File: src/rtl/rv_muldiv_unit_if.sv
// Handshake/bus bundle between the EX stage (master) and the multiply/divide unit (slave).
interface rv_muldiv_unit_if #(
  parameter int XLEN  = 32,
  parameter int TAG_W = 5
);
  logic             START;
  logic [2:0]       FUNCT3;
  logic [XLEN-1:0]  OP_A;
  logic [XLEN-1:0]  OP_B;
  logic [TAG_W-1:0] TAG_IN;
  logic             FLUSH;
  logic             BUSY;
  logic             DONE;
  logic [XLEN-1:0]  RESULT;
  logic [TAG_W-1:0] TAG_OUT;

  modport master (
    output START, FUNCT3, OP_A, OP_B, TAG_IN, FLUSH,
    input  BUSY, DONE, RESULT, TAG_OUT
  );

  modport slave (
    input  START, FUNCT3, OP_A, OP_B, TAG_IN, FLUSH,
    output BUSY, DONE, RESULT, TAG_OUT
  );
endinterface

File: src/rtl/rv_muldiv_unit.sv
// Iterative RV32M/RV64M multiply/divide unit: shift-add multiply and restoring divide,
// one bit per clock, on a shared magnitude datapath with sign fix-up at the end.
module rv_muldiv_unit #(
  parameter int XLEN  = 32,
  parameter int TAG_W = 5
) (
  input  logic             CLK,
  input  logic             RESET,
  rv_muldiv_unit_if.slave  bus
);
  localparam int CNT_W = $clog2(XLEN);
  localparam logic [XLEN-1:0] MIN_NEG = {1'b1, {(XLEN-1){1'b0}}};

  typedef enum logic [1:0] {IDLE, CALC, FIX} state_t;

  state_t             state_reg, state_next;
  logic               busy_reg, busy_next;
  logic               done_reg, done_next;
  logic [XLEN-1:0]    result_reg, result_next;
  logic [TAG_W-1:0]   tag_out_reg, tag_out_next;
  logic [TAG_W-1:0]   tag_pend_reg, tag_pend_next;
  logic [2:0]         funct3_reg, funct3_next;
  logic               sign_reg, sign_next;
  logic [CNT_W-1:0]   cnt_reg, cnt_next;
  // hi: product high half / partial remainder; lo: multiplier / dividend->quotient
  logic [XLEN:0]      hi_reg, hi_next;
  logic [XLEN-1:0]    lo_reg, lo_next;
  logic [XLEN-1:0]    b_reg, b_next;

  logic               signed_a, signed_b, s_a, s_b, is_div;
  logic               div_zero, div_ovf, accept;
  logic [XLEN-1:0]    mag_a, mag_b, fast_res;
  logic [XLEN:0]      mul_sum, div_r, div_trial;
  logic [2*XLEN-1:0]  prod, prod_fix;
  logic [XLEN-1:0]    quot_fix, rem_fix, fix_res;

  always_comb begin
    is_div   = bus.FUNCT3[2];
    signed_a = (bus.FUNCT3 == 3'b001) || (bus.FUNCT3 == 3'b010) ||
               (bus.FUNCT3 == 3'b100) || (bus.FUNCT3 == 3'b110);
    signed_b = (bus.FUNCT3 == 3'b001) || (bus.FUNCT3 == 3'b100) || (bus.FUNCT3 == 3'b110);
    s_a      = signed_a && bus.OP_A[XLEN-1];
    s_b      = signed_b && bus.OP_B[XLEN-1];
    mag_a    = s_a ? -bus.OP_A : bus.OP_A;
    mag_b    = s_b ? -bus.OP_B : bus.OP_B;
    div_zero = is_div && (bus.OP_B == '0);
    div_ovf  = is_div && !bus.FUNCT3[0] && (bus.OP_A == MIN_NEG) && (bus.OP_B == '1);
    if (div_zero)
      fast_res = bus.FUNCT3[1] ? bus.OP_A : '1;
    else
      fast_res = bus.FUNCT3[1] ? '0 : bus.OP_A;
    accept   = bus.START && (state_reg == IDLE) && !bus.FLUSH;
  end

  always_comb begin
    mul_sum   = hi_reg + (lo_reg[0] ? {1'b0, b_reg} : '0);
    div_r     = {hi_reg[XLEN-1:0], lo_reg[XLEN-1]};
    div_trial = div_r - {1'b0, b_reg};
    prod      = {hi_reg[XLEN-1:0], lo_reg};
    // Sign is applied to the full double-width product so the high half borrows correctly.
    prod_fix  = sign_reg ? -prod : prod;
    quot_fix  = sign_reg ? -lo_reg : lo_reg;
    rem_fix   = sign_reg ? -hi_reg[XLEN-1:0] : hi_reg[XLEN-1:0];
    case (funct3_reg)
      3'b000:                 fix_res = prod_fix[XLEN-1:0];
      3'b001, 3'b010, 3'b011: fix_res = prod_fix[2*XLEN-1:XLEN];
      3'b100, 3'b101:         fix_res = quot_fix;
      default:                fix_res = rem_fix;
    endcase
  end

  always_comb begin
    state_next    = state_reg;
    done_next     = 1'b0;
    result_next   = result_reg;
    tag_out_next  = tag_out_reg;
    tag_pend_next = tag_pend_reg;
    funct3_next   = funct3_reg;
    sign_next     = sign_reg;
    cnt_next      = cnt_reg;
    hi_next       = hi_reg;
    lo_next       = lo_reg;
    b_next        = b_reg;

    case (state_reg)
      IDLE: begin
        if (accept) begin
          funct3_next   = bus.FUNCT3;
          tag_pend_next = bus.TAG_IN;
          if (div_zero || div_ovf) begin
            result_next  = fast_res;
            tag_out_next = bus.TAG_IN;
            done_next    = 1'b1;
          end else begin
            state_next = CALC;
            sign_next  = (is_div && bus.FUNCT3[1]) ? s_a : (s_a ^ s_b);
            cnt_next   = CNT_W'(XLEN - 1);
            hi_next    = '0;
            lo_next    = mag_a;
            b_next     = mag_b;
          end
        end
      end
      CALC: begin
        if (bus.FLUSH) begin
          state_next = IDLE;
        end else begin
          if (funct3_reg[2]) begin
            if (!div_trial[XLEN]) begin
              hi_next = div_trial;
              lo_next = {lo_reg[XLEN-2:0], 1'b1};
            end else begin
              hi_next = div_r;
              lo_next = {lo_reg[XLEN-2:0], 1'b0};
            end
          end else begin
            hi_next = {1'b0, mul_sum[XLEN:1]};
            lo_next = {mul_sum[0], lo_reg[XLEN-1:1]};
          end
          cnt_next = cnt_reg - CNT_W'(1);
          if (cnt_reg == '0)
            state_next = FIX;
        end
      end
      FIX: begin
        state_next = IDLE;
        if (!bus.FLUSH) begin
          result_next  = fix_res;
          tag_out_next = tag_pend_reg;
          done_next    = 1'b1;
        end
      end
      default: state_next = IDLE;
    endcase

    busy_next = (state_next != IDLE);
  end

  always_ff @(posedge CLK or posedge RESET) begin
    if (RESET) begin
      state_reg    <= IDLE;
      busy_reg     <= 1'b0;
      done_reg     <= 1'b0;
      result_reg   <= '0;
      tag_out_reg  <= '0;
      tag_pend_reg <= '0;
      funct3_reg   <= '0;
      sign_reg     <= 1'b0;
      cnt_reg      <= '0;
      hi_reg       <= '0;
      lo_reg       <= '0;
      b_reg        <= '0;
    end else begin
      state_reg    <= state_next;
      busy_reg     <= busy_next;
      done_reg     <= done_next;
      result_reg   <= result_next;
      tag_out_reg  <= tag_out_next;
      tag_pend_reg <= tag_pend_next;
      funct3_reg   <= funct3_next;
      sign_reg     <= sign_next;
      cnt_reg      <= cnt_next;
      hi_reg       <= hi_next;
      lo_reg       <= lo_next;
      b_reg        <= b_next;
    end
  end

  assign bus.BUSY    = busy_reg;
  assign bus.DONE    = done_reg;
  assign bus.RESULT  = result_reg;
  assign bus.TAG_OUT = tag_out_reg;
endmodule

File: src/flat_wrapper.sv
// flat-port wrapper written by rule: the top's interface ports become plain ports
module rv_muldiv_unit_flat 
#(
  parameter int XLEN  = 32,
  parameter int TAG_W = 5
)
  (CLK, RESET, bus_START, bus_FUNCT3, bus_OP_A, bus_OP_B, bus_TAG_IN, bus_FLUSH, bus_BUSY, bus_DONE, bus_RESULT, bus_TAG_OUT);
  rv_muldiv_unit_if #(.XLEN(XLEN), .TAG_W(TAG_W)) bus_i ();
  input  logic CLK;
  input  logic RESET;
  input wire logic [$bits(bus_i.START)-1:0] bus_START;
  input wire logic [$bits(bus_i.FUNCT3)-1:0] bus_FUNCT3;
  input wire logic [$bits(bus_i.OP_A)-1:0] bus_OP_A;
  input wire logic [$bits(bus_i.OP_B)-1:0] bus_OP_B;
  input wire logic [$bits(bus_i.TAG_IN)-1:0] bus_TAG_IN;
  input wire logic [$bits(bus_i.FLUSH)-1:0] bus_FLUSH;
  output wire logic [$bits(bus_i.BUSY)-1:0] bus_BUSY;
  output wire logic [$bits(bus_i.DONE)-1:0] bus_DONE;
  output wire logic [$bits(bus_i.RESULT)-1:0] bus_RESULT;
  output wire logic [$bits(bus_i.TAG_OUT)-1:0] bus_TAG_OUT;
  assign bus_i.START = bus_START;
  assign bus_i.FUNCT3 = bus_FUNCT3;
  assign bus_i.OP_A = bus_OP_A;
  assign bus_i.OP_B = bus_OP_B;
  assign bus_i.TAG_IN = bus_TAG_IN;
  assign bus_i.FLUSH = bus_FLUSH;
  assign bus_BUSY = bus_i.BUSY;
  assign bus_DONE = bus_i.DONE;
  assign bus_RESULT = bus_i.RESULT;
  assign bus_TAG_OUT = bus_i.TAG_OUT;
  rv_muldiv_unit #(.XLEN(XLEN), .TAG_W(TAG_W)) u_core (.CLK(CLK), .RESET(RESET), .bus(bus_i));
endmodule
File: config.mk
export PLATFORM = sky130hd
export DESIGN_NAME = rv_muldiv_unit_flat
export DESIGN_NICKNAME = d
export VERILOG_FILES = /design/src/rtl/rv_muldiv_unit_if.sv /design/src/rtl/rv_muldiv_unit.sv /design/src/flat_wrapper.sv
export SDC_FILE = /design/constraint.sdc
export NUM_CORES = 1
export LEC_CHECK = 0
export ABC_CLOCK_PERIOD_IN_PS = 10900
export BUFFER_PORTS_ARGS = -buffer_cell sky130_fd_sc_hd__buf_2
export CORE_MARGIN = 5
export CORE_UTILIZATION = 55
export CTS_BUF_LIST = sky130_fd_sc_hd__clkbuf_4 sky130_fd_sc_hd__clkbuf_8 sky130_fd_sc_hd__clkbuf_16
export DETAILED_ROUTE_END_ITERATION = 12
export GPL_TIMING_DRIVEN = 0
export PLACE_DENSITY = 0.75
export SLEW_MARGIN = 5
export SYNTH_ARGS = -nofsm -noshare
export SYNTH_HDL_FRONTEND = slang
export SYNTH_SLANG_ARGS = --single-unit
File: constraint.sdc
create_clock -name CLK -period 10.9 [get_ports CLK]
set_input_delay 0.545 -clock CLK [delete_from_list [all_inputs] [get_ports CLK]]
set_output_delay 0.545 -clock CLK [all_outputs]
set_load 0.05 [all_outputs]
======== Word level (Yosys, flattened, before mapping) ========
Cells that the tools add are included.
cells by class
  $add $sub $neg .......................... 8
  bitwise operators ....................... 2
  reductions and logical operators ........ 30
  muxes and demuxes ....................... 44
  equal/unequal tests ..................... 18
operators with widths
  cell                    count
  $mux W32                15
  $mux W33                5
  $neg A32 Y32            4
  $pmux W32 S2            2
  $pmux W32 S3            1
  $pmux W33 S2            1
  $eq A32 B32 Y1 const B  2
  $mux W64                1
  $neg A64 Y64            1
  $add A33 B33 Y33        1
  $sub A33 B32 Y33        1
  $logic_not A32 Y1       1
  $mux W5                 6
  $pmux W5 S2             2
  $eq A3 B3 Y1 const B    4
  $eq A3 B2 Y1 const B    3
  $logic_and A1 B1 Y1     9
  $mux W2                 4
  $ne A2 B2 Y1 const B    4
  $reduce_and A4 Y1       2
  $eq A3 B1 Y1 const B    2
  $logic_or A1 B1 Y1      6
  $reduce_bool A2 Y1      3
  $logic_not A5 Y1        1
  16 further kinds        21
word-level totals
  output and inout bits ................... 39
  bits in registers ....................... 152
  word-level logic and storage cells ...... 114

======== Depth between registers and ports, before layout ========
Gate-level depths: netlist (run 1).
  depth after elaboration ................. 9
  mapped depth ............................ 20

======== Least setup slack after synthesis (run 1) ========
Ideal clock, no wire load.
  path type ............................... flip-flop to flip-flop
  start point ............................. reg u_core.lo_reg[31]
  end point ............................... reg u_core.hi_reg[4]
  arrival ................................. 3.803 ns
  cell stages (with the launch flop) ...... 20
  required time ........................... 10.773 ns
  slack ................................... 6.970 ns
  library setup time ...................... 0.127 ns
  period minus slack after synthesis ...... 3.930 ns
  cell sequence ........................... dfrtp_1 > inv_1 > ha_1 > fa_1 > nand2b_1 > a211oi_1 > o21ai_0 > a21oi_1 > a211oi_1 > o211ai_1 > a21oi_1 > o21bai_1 > ha_1 > clkbuf_1 > inv_1 > clkbuf_1 > nor2_1 > a211o_1 > o211ai_1 > o21ai_0
on the way
  longest elaborated chain between the ends .. 5
ends and longest elaborated chain
  what                    line                   source
  start, declared         rv_muldiv_unit.sv:27   logic [XLEN-1:0] lo_reg, lo_next;
  start signal, assigned  rv_muldiv_unit.sv:164  lo_reg <= lo_next;
  $sub A33 B32 Y33        rv_muldiv_unit.sv:58   div_trial = div_r - {1'b0, b_reg};
  $mux W33                rv_muldiv_unit.sv:109  if (!div_trial[XLEN]) begin
  $mux W33                rv_muldiv_unit.sv:108  if (funct3_reg[2]) begin
  $mux W33                rv_muldiv_unit.sv:105  if (bus.FLUSH) begin
  $pmux W33 S2            rv_muldiv_unit.sv:85   case (state_reg)
  end signal, assigned    rv_muldiv_unit.sv:163  hi_reg <= hi_next;
  end, declared           rv_muldiv_unit.sv:26   logic [XLEN:0] hi_reg, hi_next;
No other way between the ends. The select of a mux whose other input is x is not followed.
A chain may end at the register's enable or synchronous reset.

======== Final worst setup path (run 1) ========
  start point ............................. reg u_core.lo_reg[31]
  end point ............................... reg u_core.hi_reg[27]
Same word-level chain as after synthesis.

==> results.md, run 1 <==
- Top post-synthesis cells by count: nand2_1, o21ai_0, nor2_1
- Vias in the first global route: about 15000
- Pin count of the biggest net entering global routing: 83
- Worst-Margin Slew: 1133 ps
- Highest clock rate: 169.6 MHz
- GRT Total Usage: a little over a third
- DR vias/cell: between 6 and 7
- Design area: approximately 16000 sq um
- Cells after DPL: 2416
- Avg Cell Area, Syn: 7.470 sq um
- R2r worst-path depth: 17
- CTS sink cnt: 152
- Via count: around 16000
- Syn nets: between 2000 and 2500
- Post-CTS Setup Bufs: 0
- GRT overflow: 0
- Final clock skew: 14.39 ps
- Setup violations, final: 0
- Nets: around 2300
- Starting density of the core: roughly 56%
- Hold Path Class: input port to asynchronous set/reset pin
- CTS max path bufs: 2
- Area Growth Syn to Fin: 11.27%
- Worst-path cell chain: inv_1 -> ha_1 -> fa_1 -> nand2b_1 -> a211oi_1 -> o21ai_0 -> a21oi_1 -> a211oi_1 -> o211ai_1 -> a21oi_1 -> o21bai_1 -> ha_1 -> clkbuf_1 -> nand2_1 -> nor4b_1 -> a2111oi_0 -> a22o_1
- DR pass1 iterations: 7
- Worst-path clk slew: around 80 ps
- Leakage dissipation: between 7 and 8 nW
- Io pins: approximately 120
- Cell Area, Placed: 15730 sq um
- Area leader, netlist: dfrtp_1
- Worst R2R Start: u_core.lo_reg[31]
- Flop2flop setup slack: ~5000 ps
- Worst-path fanout max: 10
- Post-synth EDFFs: 0
- Max incr delay on CP: 610 ps
- H-tree Lvls: 4
- DIE WIDTH: around 170 um
- Crit path from: u_core.lo_reg[31]
- Core area: around 26000 sq um
- Final Hold Fails: 0
- Mapped cell area: 14690 sq um
- Tcrit/Tclk final: a little over half
- Die height: between 150 and 200 um
- Die Area: roughly 30000 sq um
- Setup CP Type: flip-flop to flip-flop
- CTS tree: built
- Max reg flops: 33
- Antenna viol nets, final: 0
- Initial antenna violation count: 0
- Post-Layout Cell Count: approximately 2400
- Clock root buffer: clkbuf_16
- RR Endpoint: u_core.hi_reg[27]
- Max Transition Viols Final: 0
- Seq/Total Area, Yosys: around a quarter
- Setup crit end: u_core.hi_reg[27]
- Pwr Density: roughly 270 nW/um^2
- Outcome: complete, no violations
- Row count: 59
- DRT iter0 DRCs: 1808
- WP data required: 11230 ps
- Cts repair resizes: 0
- Fin worst setup slack: 5002 ps
- Primary FF master, synth: dfrtp_1
- Startpoint types: flip-flop
- Later-pin clock latency in the skew report: roughly 450 ps
- Antenna fix cells: 0
- FFs w/ async S/R, synth: 100.0%
- Top cells by area, synth: dfrtp_1, o21ai_0, nand2_1
- First-pass GRT wire length: 86150 um
- Hold-fix buffers at CTS: 0
- Critical path arrival: just over 6000 ps
- Pre-CTS setup slack: approximately 5300 ps
- Max cap viols: 0
- IO Port Bufs: around 110
- WL/cell: between 20 and 25 um
- Layout cells sized above 1: under 10%
- Global placer's final weighted congestion: 1.053
- TritonCTS Buffers: 17
- Cells after Synth: between 1500 and 2000
- CP endpoint kind: flip-flop
- Hold WS: 114.9 ps
- Flops & latches, synth: between 150 and 200
- Peak supply drop: ~0.12 mV
- Fin crit period: 5898 ps
- Setup TNS: 0 ps
- Top-area cell type share of the netlist area: between 20% and 30%
- Synth cell types: 80
- Final wirelength: ~56000 um
- Post-route DRC: 0
- Dpl hpwl: approximately 44000 um
- Relative slew slack: between 20% and 30%
- Synth Warn #: 0
- RSZ-0062 raised after global routing: false
- Most frequent cell after synthesis: nand2_1
- Slowest CP cell: dfrtp_1
[cell usage in the layout, fill, tap and decap left out, drive strengths merged, types with 8 or more instances in the layout]
| cell | count |
|---|---|
| nand2 | 250 |
| o21ai | 233 |
| nor2 | 175 |
| dfrtp | 152 |
| a21oi | 141 |
| buf | 140 |
| clkbuf | 125 |
| xnor2 | 95 |
| inv | 75 |
| ha | 72 |
| nor3 | 61 |
| xor2 | 56 |
| mux2i | 53 |
| o31ai | 43 |
| nand3 | 39 |
| a211oi | 28 |
| a21o | 27 |
| or3 | 24 |
| a31oi | 23 |
| or4 | 23 |
| o211ai | 21 |
| nand2b | 17 |
| o41ai | 17 |
| nor4 | 16 |
| nand4 | 14 |
| o21bai | 12 |
| and3 | 11 |
| o21a | 10 |
| a22oi | 10 |
| mux2 | 10 |
| a221oi | 10 |
| a22o | 9 |
| a311oi | 8 |
| o22ai | 8 |
[stage by stage]
| step | total power [mW] | util (%) |
|---|---|---|
| after floorplan | 2.812 | - |
| after global placement | 3.557 | 59.81 |
| after detailed placement | 3.603 | 60.01 |
| after CTS | 4.259 | 62.39 |
| after global routing | 4.624 | 62.39 |
| final | 4.368 | 62.39 |
[cell type report]
cell class / count / area (sq um)
Fill cell: 2432 / 9856
Timing Repair Buffer: 114 / 599.3
Clock inverter: 14 / 185.2
Tap cell: 335 / 419.2
Clock buffer: 18 / 439.2
Inverter: 73 / 286.5
Multi-Input combinational cell: 1609 / 10070
Sequential cell: 152 / 3804
Buffer: 133 / 545.5
[layer usage]
layer / up-vias / GRT usage (%) / part of all wire [%]
met3: 237 / 6.521 / 9.3
met2: 990 / 57.95 / 44
met4: 0 / 23.15 / 7.5
li1: 7420 / - / -
met1: 7562 / 44.69 / 39
met5: - / 0 / 0
[kinds of logic after synthesis]
family	after synthesis	share of synthesized area, %
adder cells (fa/ha/maj)	74	6.403
multiplexers	63	4.377
buffers and inverters	206	5.611
flip-flops	152	25.89
XOR/XNOR	151	9.000
AND/OR/NAND/NOR	666	20.81
AO/OA/AOI/OAI	655	27.91
[how the worst min path moves through the flow]
stage	to	slack, ps	depth (start not counted)
3_5_place_dp	u_core.bus.RESULT[14]	460	1
3_3_place_gp	u_core.bus.RESULT[12]	450	1
4_1_cts	u_core.bus.RESULT[0]	150	2
5_1_grt	u_core.bus.RESULT[0]	170	2
2_1_floorplan	u_core.state_reg[1]	450	1
6_report	u_core.bus.RESULT[0]	110	2
[critical path: cells and delay by family, from the launching register on]
| kind | cells | cell delay [ps] |
|---|---|---|
| AO/OA/AOI/OAI | 9 | 2350 |
| buffers and inverters | 2 | 730 |
| AND/OR/NAND/NOR | 3 | 1210 |
| flip-flops | 1 | 610 |
| adder cells (fa/ha/maj) | 3 | 860 |
[power breakdown]
part           switching, mW  internal, mW
clock network          0.278         0.372
registers              0.194         0.708
logic                   1.83         0.987
total                   2.30          2.07
Note: power is estimated with default switching activity, not from simulation.
==> inputs of run 2 (changes only) <==
ABC_CLOCK_PERIOD_IN_PS = 5360   (was 10900)
PLACE_DENSITY = 0.78   (was 0.75)
clock period = 5.36 ns   (was 10.9 ns; I/O delays follow)
==> run 2 against run 1 <==
Flip-flop and latch count did not move. Sequential power is 100% higher. Count of clock-buffer cells in the layout unchanged. First-iteration DRC count rose by 8.5%. Combinational power is 110% higher. Utilization down 0.12 points. Die area did not move. Register-to-register slack worse by 4800 ps. Critical path depth decreased by 1. Critical path type unchanged. Largest cell class unchanged. Clock power rose by 89%. Maximum frequency increased by 15%. Cell area decreased by 0.20%.
==> results.md, run 2 (synthesized netlist as in run 1, its figures left out) <==
- Outcome: complete, no violations
- Post-Layout Cell Count: 2448 (unchanged)
- Hold Path Class: input port to flip-flop
- Max Transition Viols Final: 0 (unchanged)
- Later-pin clock latency in the skew report: 450 ps (about the same)
- Starting density of the core: 56.07% (unchanged)
- Final wirelength: 59240 um (+5.5%)
- Design area: 16320 sq um (-0.20%)
- Bufs and invs on worst path: 1 (-1)
- Post-Route Utilization: 62.27% (-0.12 points)
- First-pass GRT wire length: 91150 um (+5.8%)
- Antenna fix cells: 0 (unchanged)
- Stages on worst setup path: 16 (-1)
- RSZ-0062 raised after global routing: false
- Worst-path clk slew: 80 ps (about the same)
- Setup CP Type: flip-flop to flip-flop
- Peak supply drop: 0.3415 mV (+170%)
- DRT iter0 DRCs: 1962 (+8.5%)
- Row count: 59 (unchanged)
- Area Growth Syn to Fin: 11.05%
- WL/cell: 24.20 um (+5.5%)
- Filler cells: 2388 (-1.8%)
- Cell Area, Placed: 15730 sq um (unchanged)
- Max incr delay on CP: 560 ps (-50 ps)
- Flop2flop setup slack: 220 ps (-4780 ps)
- Grt met2 use: 61.97% (+4.0 points)
- Layout cells sized above 1: 9.607% (+0.28 points)
- Highest clock rate: 194.6 MHz (+15%)
- Relative slew slack: 23.19% (-1.3 points)
- Dpl hpwl: 46300 um (+6.3%)
- Commonest non-fill, non-tap cells in the layout: nand2_1, o21ai_0, nor2_1, dfrtp_1, a21oi_1
- Met3 Track Usage GR: 6.979% (+0.46 points)
- Post-route DRC: 0 (unchanged)
- Slowest CP cell: dfrtp_1
- Clock root buffer: clkbuf_16
- Via count: 16250 (+0.24%)
- GRT Max-Usage Layer: met2
- IO Port Bufs: 112 (unchanged)
- Total power: 8.880 mW (+100%)
- Core area: 26210 sq um (unchanged)
- Cells after DPL: 2416 (unchanged)
- GRT Total Usage: 38.30% (+2.2 points)
- Pwr Density: 544.2 nW/um^2 (+100%)
- Final Hold Fails: 0 (unchanged)
- Die Area: 30080 sq um (unchanged)
- Met1 usage: 48.16% (+3.5 points)
- Global placer's final weighted congestion: 1.002 (-4.8%)
- Tcrit/Tclk final: 95.88% (+42 points)
- Family with the most delay on the worst path: compound AO/OA/AOI/OAI gates
- TritonCTS Buffers: 17 (unchanged)
- Critical path arrival: 5470 ps (-760 ps)
- Initial antenna violation count: 0 (unchanged)
- Leakage dissipation: 7.057 nW (-0.23%)
- Fin crit period: 5139 ps (-758.2 ps)
- Max reg flops: 33 (unchanged)
- Max cap viols: 0 (unchanged)
- H-tree Lvls: 4 (unchanged)
- DIE WIDTH: 173.5 um (unchanged)
- Pin count of the biggest net entering global routing: 79 (-4.8%)
- DR vias/cell: 6.637 (+0.24%)
- CTS max path bufs: 2 (unchanged)
- CP endpoint kind: flip-flop
- GRT overflow: 0 (unchanged)
- CTS tree: built
- Setup violations, final: 0 (unchanged)
- R2r worst-path depth: 16 (-1)
- Commonest non-fill, non-tap cell in the layout: nand2_1
- Antenna viol nets, final: 0 (unchanged)
- Hold depth: 2
- Final clock skew: 19.55 ps (+5.163 ps)
- Io pins: 115 (unchanged)
- CTS sink cnt: 152 (unchanged)
- WP data required: 5690 ps (-5540 ps)
- Vias in the first global route: 15590 (+2.3%)
- Die height: 173.5 um (unchanged)
- Area taken by multi-input logic gates: 10080 sq um (+0.11%)
- Worst-path fanout max: 10 (unchanged)
- Worst-path cell chain: inv_1 -> ha_1 -> fa_1 -> nand2b_1 -> a211oi_1 -> o21ai_0 -> a21oi_2 -> a211oi_2 -> o211ai_1 -> a21oi_1 -> o21bai_1 -> ha_2 -> nand2_1 -> nor4b_1 -> a2111oi_0 -> a22o_1
- Post-CTS Setup Bufs: 0 (unchanged)
- Nets: 2250 (unchanged)
- Startpoint types: flip-flop
- Worst-Margin Slew: 1123 ps (-9.980 ps)
- FF/Latch Area: 3804 sq um (unchanged)
- DR pass1 iterations: 6 (-1)
## run 2: worst register-to-register path, delay by kind of cell (launching register included)
family,cells,cell delay [ps]
buffers and inverters,1,250
flip-flops,1,560
AO/OA/AOI/OAI,9,2170
AND/OR/NAND/NOR,3,1000
adder cells (fa/ha/maj),3,1060
## run 2: per-stage QoR
| stage | setup WS (ps) | setup TNS [ps] | hold slack (ps) |
|---|---|---|---|
| finish | 220.6 | 0 | 61.31 |
| floorplan | 998.9 | 0 | 384.8 |
| global route | 22.57 | 0 | 59.40 |
| detailed placement | -201.6 | -1859 | 357.4 |
| global placement | -696.6 | -104250 | 454.9 |
| CTS | 37.72 | 0 | 65.44 |
## run 2: final timing paths
path,start,endpoint
worst max-delay path,u_core.lo_reg[31],u_core.hi_reg[27]
worst max register to register,u_core.lo_reg[31],u_core.hi_reg[27]
max in group asynchronous,RESET,u_core.hi_reg[28]
worst min register to register,u_core.bus.RESULT[13],u_core.bus.RESULT[13]
worst min-delay path,bus_TAG_IN[1],u_core.tag_pend_reg[1]
min in group asynchronous,RESET,u_core.bus.RESULT[0]
## run 2: cell type report
cell class                 count  area share, %
multi-input combinational   1609          61.79
timing repair buffer         115          3.734
tap                          335          2.569
inverter                      73          1.756
buffer                       132          3.343
clock inverter                14         0.8434
sequential                   152          23.31
clock buffer                  18          2.653
## run 2: timing repair
item | 4_1_cts | 5_1_grt
gates cloned | 0 | 0
resized for setup | 3 | 4
hold buffers | 1 | 0
hold endpoints to repair | 74 | 0
setup endpoints to repair | 21 | 19
## run 2: where the power goes
part           total, mW  internal (mW)  switching (mW)
combinational       5.81           2.03            3.79
sequential          1.83           1.44           0.394
clock               1.23          0.656           0.577
## run 2: metal layers
layer | routed length, um | part of all wire, %
met4 | 3826 | 6.5
met5 | 0 | 0
met1 | 23340 | 39
met3 | 5311 | 9.0
met2 | 26760 | 45
==> inputs of run 3 (changes only) <==
ABC_AREA = 1   (was not set)
PLACE_DENSITY = 0.77   (was 0.78)
==> run 3 against run 2 <==
Flip-flop and latch count unchanged. Sequential power up 39%. Routed wire length up 32%. Utilization down 1.3 points. Critical path depth up 4. Maximum frequency up 17%. Cell area up 21%. Hold slack worse by 29 ps.
==> results.md, run 3 <==
- Largest family of logic cells by synthesized area: simple AND/OR/NAND/NOR gates
- Max cap viols: 0 (unchanged)
- Post-CTS Setup Bufs: 0 (unchanged)
- Flops & latches, synth: 152 (unchanged)
- GRT overflow: 0 (unchanged)
- Mapped cell area: 18010 sq um (+23%)
- Top post-synthesis cells by count: nand2_1, inv_1, nor2_1
- DR vias/cell: 5.932 (-11%)
- Most frequent CP cell: nand2_1
- Synth Warn #: 0 (unchanged)
- Post-Route Utilization: 61.01% (-1.3 points)
- DR pass1 iterations: 8 (+2)
- Fin crit period: 4387 ps (-752.2 ps)
- Area Growth Syn to Fin: 9.957%
- Cells after Synth: 3204 (+63%)
- Most frequent cell after synthesis: nand2_1
- Hold Path Class: input port to flip-flop
- Top cells by area, synth: nand2_1, dfrtp_1, inv_1
- Family with the most delay on the worst path: simple AND/OR/NAND/NOR gates
- Worst-path clk slew: 70 ps (about the same)
- Die Area: 36460 sq um (+21%)
- H-tree Lvls: 4 (unchanged)
- Worst-path fanout max: 10 (unchanged)
- Antenna viol nets, final: 0 (unchanged)
- Initial antenna violation count: 0 (unchanged)
- Commonest non-fill, non-tap cell in the layout: nand2_1
- Syn nets: 3354 (+58%)
- DRT iter0 DRCs: 3482 (+77%)
- Seq/Total Area, Yosys: 21.12% (-4.8 points)
- Hold WS: 32.27 ps (-29.04 ps)
- XOR/XNOR Fraction of Synth Area: 2.481% (-6.5 points)
- Final clock skew: 12.31 ps (-7.236 ps)
- Final wirelength: 77920 um (+32%)
- Commonest non-fill, non-tap cells in the layout: nand2_1, inv_1, nor2_1, nand3_1, a21oi_1
- Synth cell types: 44 (-45%)
- Pwr Density: 599.4 nW/um^2 (+10%)
- CTS max path bufs: 2 (unchanged)
- Setup CP Type: flip-flop to flip-flop
- Dpl hpwl: 62840 um (+36%)
- GRT Total Usage: 41.95% (+3.6 points)
- Via count: 22500 (+38%)
- Post-Synth Adder-Cell Area: 5.225% (-1.2 points)
- Setup TNS: 0 ps (unchanged)
- Die height: 190.9 um (+10%)
- Critical path arrival: 4790 ps (-680 ps)
- CP endpoint kind: flip-flop
- Clock root buffer: clkbuf_16
- WP data required: 5770 ps (+80 ps)
- Starting density of the core: 55.49% (-0.58 points)
- Core area: 32450 sq um (+24%)
- Later-pin clock latency in the skew report: 470 ps (+20 ps)
- Filler cells: 3362 (+41%)
- Setup violations, final: 0 (unchanged)
- Max incr delay on CP: 620 ps (+60 ps)
- Bufs and invs on worst path: 4 (+3)
- Primary FF master, synth: dfrtp_1
- Final Hold Fails: 0 (unchanged)
- Post-route DRC: 0 (unchanged)
- Max reg flops: 33 (unchanged)
- Row count: 66 (+12%)
- Highest clock rate: 227.9 MHz (+17%)
- TritonCTS Buffers: 17 (unchanged)
- Mux cell area share after synthesis: 0% (-4.4 points)
- Post-synth EDFFs: 0 (unchanged)
- Io pins: 115 (unchanged)
- Tcrit/Tclk final: 81.85% (-14 points)
- Global placer's final weighted congestion: 1.114 (+11%)
- Outcome: complete, no violations
- CTS tree: built
- Max Transition Viols Final: 0 (unchanged)
- Nets: 3488 (+55%)
- WL/cell: 20.54 um (-15%)
- Total power: 11.87 mW (+34%)
- CTS sink cnt: 152 (unchanged)
- Layout cells sized above 1: 8.893% (-0.71 points)
- Relative slew slack: 40.79% (+18 points)
- Worst-Margin Slew: 878.8 ps (-244.2 ps)
- First-pass GRT wire length: 117600 um (+29%)
- Peak supply drop: 0.3336 mV (-2.3%)
- Pre-CTS setup slack: 1195 ps (+1396 ps)
- Post-Synth Simple-Gate Area: 43.82% (+23 points)
- Vias in the first global route: 20370 (+31%)
- Leakage dissipation: 10.64 nW (+51%)
- RSZ-0062 raised after global routing: false
- Pin count of the biggest net entering global routing: 101 (+28%)
- Worst-path cell chain: inv_1 -> fa_1 -> inv_1 -> nand3_1 -> nand2_1 -> nand2_1 -> nand2_1 -> nand3_1 -> nand2_1 -> nand2_1 -> nand2_1 -> nand3_1 -> nand2_1 -> ha_1 -> clkbuf_1 -> clkbuf_1 -> nand3_1 -> nand2_1 -> nand3_1 -> nand2_1
- Startpoint types: flip-flop
- Top-area cell type share of the netlist area: 22.24% (-3.6 points)
- Fin worst setup slack: 972.8 ps (+752.2 ps)
- IO Port Bufs: 113 (+0.89%)
- Antenna fix cells: 0 (unchanged)
- Synth Area in Compound Gates: 15.46% (-12 points)
- Slowest CP cell: dfrtp_1
- FFs w/ async S/R, synth: 100.0% (unchanged)
- Area leader, netlist: nand2_1
- DIE WIDTH: 190.9 um (+10%)
- Avg Cell Area, Syn: 5.620 sq um (-25%)
run 3: cell count changes in the layout (fill, tap and decap cells not counted), moves of 29 or more:
cell	delta
mux2i_1	-53
o21ai_0	-29
nand3_1	+228
xnor2_1	-78
clkbuf_1	-41
nand2_2	+66
a21oi_1	+74
o31ai_1	-40
nand2_1	+817
nor2_1	+180
inv_1	+330
o21ai_1	+42
run 3: final timing paths:
kind | start | endpoint | slack [ps] | cells past startpoint
worst max-delay path | u_core.hi_reg[0] | u_core.hi_reg[28] | 970 | 20
worst min-delay path | bus_TAG_IN[0] | u_core.tag_pend_reg[0] | 30 | 3
worst max register to register | u_core.hi_reg[0] | u_core.hi_reg[28] | 970 | 20
worst min register to register | u_core.bus.RESULT[27] | u_core.bus.RESULT[27] | 470 | 2
max in group asynchronous | RESET | u_core.b_reg[24] | 4130 | 4
min in group asynchronous | RESET | u_core.bus.RESULT[30] | 360 | 3
run 3: area by class of cell:
type,instances,area [sq um],share of cell area [%]
plain buffers,105,576.8,2.913
clock buffers,19,446.7,2.256
clock inverters,13,182.7,0.9226
inverters,417,1573,7.943
multi-input cells,2530,12060,60.92
flip-flops and latches,152,3804,19.21
well taps,442,553.0,2.793
repair buffers,115,603.1,3.046
run 3: report_power, final:
part | internal, mW | leakage, nW | switching [mW]
sequential | 1.58 | 1.94 | 0.959
clock | 0.765 | 0.304 | 0.566
combinational | 2.35 | 8.39 | 5.65
run 3: worst reg2reg max path, cell delays in order (launching register included):
cell	delay, ps
dfrtp_1	620
inv_1	290
fa_1	440
inv_1	90
nand3_1	70
nand2_1	160
nand2_1	70
nand2_1	150
nand3_1	120
nand2_1	110
nand2_1	70
nand2_1	80
nand3_1	70
nand2_1	130
ha_1	170
clkbuf_1	510
clkbuf_1	530
nand3_1	270
nand2_1	200
nand3_1	90
nand2_1	90
run 3: layer usage:
layer	part of all wire, %	routed length (um)	track usage, %
met3	15	11690	13.04
met4	4.3	3387	15.61
met1	41	31920	59.83
met2	40	30920	59.43
met5	0	0	0
run 3: timing repair:
| item | in CTS | in global routing |
|---|---|---|
| hold endpoints to repair | 52 | 0 |
| hold buffers | 1 | 0 |
| resized for setup | 0 | 0 |
run 3: logic make-up after synthesis:
kind of cell,after synthesis
and+or+nand+nor,1882
AOI/OAI and AO/OA,523
buffers and inverters,522
DFF,152
adders and majority gates,74
xor gates and xnor gates,51
run 3: stage by stage:
step,std cells,instance area (sq um)
after floorplan,3204,18010
after global placement,3759,19130
after detailed placement,3760,19160
after CTS,3793,19800
after global routing,3793,19800
final,3793,19800
